<file path="config.mk">
export PLATFORM = sky130hd
export DESIGN_NAME = icache_fill_fsm
export DESIGN_NICKNAME = d
export VERILOG_FILES = /design/src/rtl/icache_fill_fsm_pkg.sv /design/src/rtl/icache_fill_fsm_fill_counter.sv /design/src/rtl/icache_fill_fsm.sv
export SDC_FILE = /design/constraint.sdc
export NUM_CORES = 1
export LEC_CHECK = 0
export CORE_AREA = 2 2 64 66
export CTS_BUF_LIST = sky130_fd_sc_hd__clkbuf_8
export CTS_CLUSTER_SIZE = 28
export DETAILED_ROUTE_END_ITERATION = 8
export DIE_AREA = 0 0 66 68
export GPL_TIMING_DRIVEN = 0
export PLACE_DENSITY = 0.77
export SYNTH_ARGS = -nofsm -noshare
export SYNTH_HDL_FRONTEND = slang
export SYNTH_SLANG_ARGS = --single-unit
</file>
<file path="constraint.sdc">
create_clock -name clk -period 1.1 [get_ports clk]
set_input_delay 0.11 -clock clk [delete_from_list [all_inputs] [get_ports clk]]
set_output_delay 0.11 -clock clk [all_outputs]
set_load 0.02 [all_outputs]
</file>
<file path="src/rtl/icache_fill_fsm_pkg.sv">
`default_nettype none
// ============================================================================
// Module      : icache_fill_fsm_pkg
// Description : Shared constants for the instruction-cache block-fill
//               controller: FSM state encoding, block geometry and the
//               block-base address mask.
// Revision    : 1.0 - initial release
// ============================================================================
package icache_fill_fsm_pkg;

    // Default block geometry: 8 words of 16 bits = 16-byte block
    localparam int c_words       = 8;
    localparam int c_block_bytes = 2 * c_words;
    localparam int c_offset_w    = $clog2(c_words);

    // Clears the byte-in-block bits of a 16-bit address
    localparam logic [15:0] c_block_mask = ~16'(c_block_bytes - 1);

    // Controller states
    localparam logic [0:0] c_state_idle = 1'b0;
    localparam logic [0:0] c_state_fill = 1'b1;

endpackage : icache_fill_fsm_pkg
`default_nettype wire

</file>
<file path="src/rtl/icache_fill_fsm_fill_counter.sv">
`default_nettype none
// ============================================================================
// Module      : fill_counter
// Description : Up-counter with synchronous clear and count enable. Clear has
//               priority over enable. Used for both the request and the
//               receive word counts of a block fill.
// Revision    : 1.0 - initial release
// ============================================================================
module fill_counter
    import icache_fill_fsm_pkg::*;
#(
    parameter int WIDTH = c_offset_w + 1
) (
    input  logic             clk,
    input  logic             rst_n,
    input  logic             clear,
    input  logic             enable,
    output logic [WIDTH-1:0] count
);

    logic [WIDTH-1:0] r_count;

    // Count register: clear wins over enable; async reset to zero
    always_ff @(posedge clk or negedge rst_n) begin
        if (!rst_n) begin
            r_count <= '0;
        end else if (clear) begin
            r_count <= '0;
        end else if (enable) begin
            r_count <= r_count + WIDTH'(1);
        end
    end

    assign count = r_count;

endmodule : fill_counter
`default_nettype wire

</file>
<file path="src/rtl/icache_fill_fsm.sv">
`default_nettype none
// ============================================================================
// Module      : icache_fill_fsm
// Description : Instruction-cache miss controller. On a miss it issues one
//               word read per cycle for the whole aligned block, streams each
//               returned word into the data array at its slot, and writes the
//               tag together with the last word. Fetch stalls on fsm_busy.
// Revision    : 1.0 - initial release
// ============================================================================
module icache_fill_fsm
    import icache_fill_fsm_pkg::*;
#(
    parameter int ADDR_W = 16,
    parameter int DATA_W = 16,
    parameter int WORDS  = c_words
) (
    input  logic                     clk,
    input  logic                     rst_n,
    input  logic                     miss_detected,
    input  logic [ADDR_W-1:0]        miss_address,
    input  logic                     memory_data_valid,
    input  logic [DATA_W-1:0]        memory_data,
    output logic                     fsm_busy,
    output logic                     mem_read,
    output logic [ADDR_W-1:0]        memory_address,
    output logic                     write_data_array,
    output logic [$clog2(WORDS)-1:0] word_offset,
    output logic                     write_tag_array,
    output logic                     fill_done
);

    localparam int c_off_w = $clog2(WORDS);
    localparam int c_cnt_w = c_off_w + 1;

    // Block-base mask; falls back to a locally derived mask for
    // non-default geometries
    localparam logic [ADDR_W-1:0] c_base_mask =
        (ADDR_W == 16 && WORDS == c_words) ? ADDR_W'(c_block_mask)
                                           : ~ADDR_W'(2 * WORDS - 1);

    logic [0:0]         r_state;
    logic [ADDR_W-1:0]  r_base;
    logic [ADDR_W-1:0]  r_addr_hold;
    logic [c_cnt_w-1:0] w_req_cnt;
    logic [c_cnt_w-1:0] w_rcv_cnt;
    logic               w_in_fill;
    logic               w_accept;
    logic               w_req_issue;
    logic               w_rcv_word;
    logic               w_last_word;
    logic [ADDR_W-1:0]  w_req_addr;
    logic               w_unused_data;

    // The data word goes straight to the data array; it is not used here
    assign w_unused_data = ^memory_data;

    assign w_in_fill   = (r_state == c_state_fill);
    assign w_accept    = (r_state == c_state_idle) & miss_detected;
    // Requests stop once the counter MSB sets (all WORDS issued)
    assign w_req_issue = w_in_fill & ~w_req_cnt[c_cnt_w-1];
    assign w_rcv_word  = w_in_fill & memory_data_valid;
    assign w_last_word = w_rcv_word & (w_rcv_cnt == c_cnt_w'(WORDS - 1));
    // Word address inside the block; base is aligned so there is no carry
    // out of the block, and the sum wraps modulo 2^ADDR_W
    assign w_req_addr  = r_base + ADDR_W'({w_req_cnt[c_off_w-1:0], 1'b0});

    fill_counter #(
        .WIDTH (c_cnt_w)
    ) u_req_cnt (
        .clk    (clk),
        .rst_n  (rst_n),
        .clear  (w_accept),
        .enable (w_req_issue),
        .count  (w_req_cnt)
    );

    fill_counter #(
        .WIDTH (c_cnt_w)
    ) u_rcv_cnt (
        .clk    (clk),
        .rst_n  (rst_n),
        .clear  (w_accept),
        .enable (w_rcv_word),
        .count  (w_rcv_cnt)
    );

    // FSM: latch the block base on an accepted miss, leave on the last word
    always_ff @(posedge clk or negedge rst_n) begin
        if (!rst_n) begin
            r_state <= c_state_idle;
            r_base  <= '0;
        end else begin
            case (r_state)
                c_state_idle: begin
                    if (miss_detected) begin
                        r_base  <= miss_address & c_base_mask;
                        r_state <= c_state_fill;
                    end
                end
                c_state_fill: begin
                    if (w_last_word) begin
                        r_state <= c_state_idle;
                    end
                end
                default: r_state <= c_state_idle;
            endcase
        end
    end

    // Remember the last issued address so memory_address holds it afterwards
    always_ff @(posedge clk or negedge rst_n) begin
        if (!rst_n) begin
            r_addr_hold <= '0;
        end else if (w_req_issue) begin
            r_addr_hold <= w_req_addr;
        end
    end

    assign fsm_busy         = w_in_fill;
    assign mem_read         = w_req_issue;
    assign memory_address   = w_req_issue ? w_req_addr : r_addr_hold;
    assign write_data_array = w_rcv_word;
    assign word_offset      = w_rcv_cnt[c_off_w-1:0];
    assign write_tag_array  = w_last_word;
    assign fill_done        = w_last_word;

endmodule : icache_fill_fsm
`default_nettype wire

</file>
After elaboration in Yosys (flattened, before gate mapping)
Cells that the tools add are included.
{"block": "op_classes", "n_addsub": 3, "mul": 0, "n_div": 0, "magnitude_cmp": 0, "eq_ne": 1, "shifts": 0, "n_mux": 8, "n_bitwise": 6, "n_reduce_logical": 3}
{"cell": "adder 16 x 4 -> 16 bit", "n": 1}
{"cell": "two-way mux 16 bit", "n": 1}
{"cell": "two-way mux 4 bit", "n": 4}
{"cell": "adder 4 x 1 -> 4 bit (second input constant)", "n": 2}
{"cell": "AND 1 bit", "n": 4}
{"cell": "equality test 4 x 3 -> 1 bit (second input constant)", "n": 1}
{"cell": "nonzero test 2 bit", "n": 2}
{"cell": "two-way mux 1 bit", "n": 2}
{"cell": "NOT 1 bit", "n": 2}
{"cell": "one-hot mux 1 bit (2 select lines)", "n": 1}
{"cell": "AND reduction 2 bit", "n": 1}
{"block": "totals", "regBits": 37, "latch_bits": 0, "mem_bits_rw": 0, "romBits": 0, "inputBits": 36, "elab_cells": 26, "mem_count": 0}

Logic depth before layout (Yosys ltp)
{"block": "depth", "ltp_word": 4, "ltp_mapped": 4, "ltp_nobuf": 4}

Modules after synthesis
Synthesis repeated with hierarchy kept, for this count alone.
{"block": "unflattened", "hier_cells": 100, "area_unflattened_um2": 1546.5}
{"mod": "icache_fill_fsm", "n_inst": 1, "cells_each": 68, "area_per_inst_um2": 1161.1}
{"mod": "fill_counter", "n_inst": 2, "cells_each": 16, "area_per_inst_um2": 192.7}

Worst setup path after synthesis
Ideal clock, no wire load.
{"block": "synth_timing", "path_type": "register to output", "start": "register r_state, in the netlist fsm_busy", "end": "output port write_tag_array", "arrival_ns": 1.529, "path_slack_ns": -0.539, "path_stages_with_launch": 4, "path_cell_list": "dfrtp_1 -> nand3_1 -> nor3_1 -> buf_4"}
{"block": "synth_via", "elab_chain_cells": 2}
{"item": "start: declaration", "line_no": "icache_fill_fsm.sv:41", "source": "logic [0:0] r_state;"}
{"item": "start signal: assignment", "line_no": "icache_fill_fsm.sv:90", "source": "r_state <= c_state_idle;"}
{"item": "start signal: assignment", "line_no": "icache_fill_fsm.sv:97", "source": "r_state <= c_state_fill;"}
{"item": "start signal: assignment", "line_no": "icache_fill_fsm.sv:102", "source": "r_state <= c_state_idle;"}
{"item": "AND 1 bit", "line_no": "icache_fill_fsm.sv:61", "source": "assign w_rcv_word = w_in_fill & memory_data_valid;"}
{"item": "AND 1 bit", "line_no": "icache_fill_fsm.sv:62", "source": "assign w_last_word = w_rcv_word & (w_rcv_cnt == c_cnt_w'(WORDS - 1));"}
{"item": "end: declaration", "line_no": "icache_fill_fsm.sv:28", "source": "output logic write_tag_array,"}
Every way passes these cells.

Final worst setup path
{"block": "layout_timing", "start": "register u_req_cnt.r_count[3], in the netlist u_req_cnt.count[3]", "end": "output port memory_address[8]"}
{"block": "layout_via", "elab_chain_cells": 3}
{"item": "start: declaration", "line_no": "icache_fill_fsm_fill_counter.sv:21", "source": "logic [WIDTH-1:0] r_count;"}
{"item": "start signal: assignment", "line_no": "icache_fill_fsm_fill_counter.sv:30", "source": "r_count <= r_count + WIDTH'(1);"}
{"item": "NOT 1 bit", "line_no": "icache_fill_fsm.sv:60", "source": "assign w_req_issue = w_in_fill & ~w_req_cnt[c_cnt_w-1];"}
{"item": "AND 1 bit", "line_no": "icache_fill_fsm.sv:60"}
{"item": "two-way mux 16 bit"}
{"item": "end: declaration", "line_no": "icache_fill_fsm.sv:25", "source": "output logic [ADDR_W-1:0] memory_address,"}
Every way passes these cells.

==> results.cfg <==
[pwr]
powerDensity_nw_per_um2 = 3159
vdd_drop_max_mv = 1.582
p_leak_nw = 1.266

[worst_setup_path]
critical_path_class = flop to output port
cpMostUsedCell = buf_6
end_kind = output port
slowest_delay_ps = 390
crit_family = flip-flops
crit_buf_inv = 2
cp_cell_sequence = and2b_2 > buf_6 > mux2_4 > buf_6
start_kind = flop
path_depth = 4
slowest_stage = dfrtp_1
cp.required_ps = 990
cp_max_fo = 5
r2r.worst_path.cells = 6
critPathArrivalTime_ps = 1570

[detailed_routing]
drtIter0Drc = 49
routedWlPerCell_um = 15.89
firstDrtPassIters = 4
vias_per_cell = 4.754
vias = 1198
postRouteAntennaNets = 0
drc = 0
wl_um = 4004

[timing]
worst_clock_skew_ps = 0.9792
finalSetupViolCount = 58
final_max_slew_viol_count = 0
tns_ps = -17610
holdWs_ps = 339.9
timing.final.crit_share = 1.526
worst_slack_ps = -578.7
worst_pin_slew_ps = 494.7
layout_min_cycle_time_ps = 1679
rsz0062_at_grt = yes
max_freq_ghz = 0.5957
max_slew_margin = 0.6702
finalHoldViolations = 0

[global_route]
grt-ovfl-total = 0
grtUsageTotal = 0.1754
grt_pass1_vias = 1214
grt_antenna_before_repair = 0
grt_pass1_wl_um = 5816
grt_max_degree = 38

[clock_tree]
cts_buffers = 5
ctsRootBufferMaster = clkbuf_8
clkLatencyLatePin_ps = 290
clock_sinks = 37
path_clk_slew_ps = 70
cts_tree = done
htree_num_levels = 2
clockBufferDepth = 2

[yosys]
yosysUniqueCellTypes = 23
syn_avg_cell_area_um2 = 11.52
netlist_area_um2 = 1486
synth.top_cell.area_share = 0.6229
synth_xor_xnor_area_share = 0.01178
async_flop_share = 1.000
ys_ff_latch = 37
synth_compound_area_frac = 0.01684
synth_edf_count = 0
synthMuxAreaShare = 0.1279
synth_commonest_cells = 40 x nand2_1, 37 x dfrtp_1, 16 x mux2_2
ys_seq_area_frac = 0.6229
synth.area.top_cells = dfrtp_1 62%, mux2_2 12%, nand2_1 10%
yosysTopAreaCell = dfrtp_1
synth_fp_nets = 167
ys_warn_count = 0
post-synth-top-count-cell = nand2_1
synth_top_family_by_area = simple AND/OR/NAND/NOR gates
synth-adder-area-share = 0.01684
ys.flop_type = dfrtp_1
syn_inst = 129
synth-simple-area-share = 0.1566

[floorplan]
num_rows = 23
die-area_um2 = 4488
die_x_um = 66
coreArea_um2 = 3856
boundaryPins = 60
start_util = 0.3855
die_h_um = 68

[cells_and_area]
stdcell_area_um2 = 2586
layout-drive-gt1-share = 0.5743
areaGrowthSynthToFinish_pct = 73.99
fin_nets = 239
fillers = 291
diodes = 0

[placement]
numPortBuffers = 39
gp_congestion = 0.7251
placed_area_um2 = 2012
dp_hpwl_um = 2195

[flow_run]
maxCapViolCount = 0

[hold_path]
min_path_type = input port to async pin

[outcome]
status = finished, violations left
failed_checks = negative setup slack
==> registers in the layout, summed over array words and instances (netlist names) <==
register	count
r_addr_hold	16
fsm_busy	1
u_rcv_cnt.count	4
u_req_cnt.count	4
r_base	12
==> timing repair <==
action | in CTS | in global routing
cloned | 1 | 2
gates resized for setup | 153 | 66
setup buffers | 14 | 14
endpoints found under the hold margin | 37 | 0
endpoints found under the setup margin | 54 | 82
pin swaps | 3 | 28
hold buffers | 1 | 0
==> metrics by stage <==
step | utilization | instances | setup slack [ps] | power [mW]
final | 0.6707 | 252 | -578.7 | 8.171
after global routing | 0.6707 | 252 | -627.9 | 8.606
after CTS | 0.5921 | 239 | -635.1 | 7.408
after detailed placement | 0.5217 | 218 | -724.2 | 5.899
after global placement | 0.5230 | 218 | -923.7 | 5.779
after floorplan | - | 129 | -212.4 | 4.552
==> cells in the final DEF (no fill, tap or decap), types with 2 or more instances in the layout <==
cell	n
nand2_2	14
buf_8	3
buf_6	41
nor2_1	2
mux2_4	15
buf_4	12
nor2_2	2
clkdlybuf4s50_1	14
inv_1	3
nand2_1	20
nor2b_4	2
nor2_4	2
clkbuf_8	5
nand2_4	6
clkinv_2	2
dfrtp_1	36
==> area by class of cell <==
cell class,instances,area (um^2),area share
sequential,37,927.1,0.3585
buffer,5,60.06,0.02322
timing repair buffer,68,719.4,0.2782
tap,50,62.56,0.02419
clock inverter,3,13.76,0.005322
clock buffer,5,68.82,0.02661
inverter,3,13.76,0.005322
multi-input combinational,81,720.7,0.2787
==> power breakdown <==
| group | internal (mW) | switching [mW] | leakage [nW] |
|---|---|---|---|
| logic | 2.73 | 2.09 | 0.762 |
| registers | 2.01 | 0.428 | 0.455 |
| clock network | 0.430 | 0.487 | 0.0491 |
| total | 5.17 | 3.01 | 1.27 |
==> worst paths after layout <==
path / startpoint / to / slack, ps
worst max-delay path: u_req_cnt.count[3] / memory_address[8] / -580
worst min-delay path: rst_n / r_base[8] / 340
worst max register to register: u_req_cnt.count[3] / u_req_cnt.count[0] / -310
worst min register to register: r_base[7] / r_base[7] / 500
max in group asynchronous: rst_n / fsm_busy / 400
min in group clk: miss_address[5] / r_base[5] / 350
==> cells by family (layout without fill, tap and decap cells) <==
family / count (synthesis) / count (layout)
AND/OR/NAND/NOR: 56 / 56
flip-flops: 37 / 37
multiplexers: 17 / 17
buffers and inverters: 11 / 84
AO/OA/AOI/OAI: 4 / 4
adder cells (fa/ha/maj): 2 / 2
XOR/XNOR: 2 / 2
==> metal layers <==
metal  global-route usage  vias to the layer above  wire length (um)
met5                    0                        -                 0
met1               0.2122                      598              1630
met2               0.3093                       37              2104
met4              0.04592                        0                76
li1                     -                      556                 -
met3              0.05099                        7               193
No activity file was read; power rests on OpenSTA's default activity.
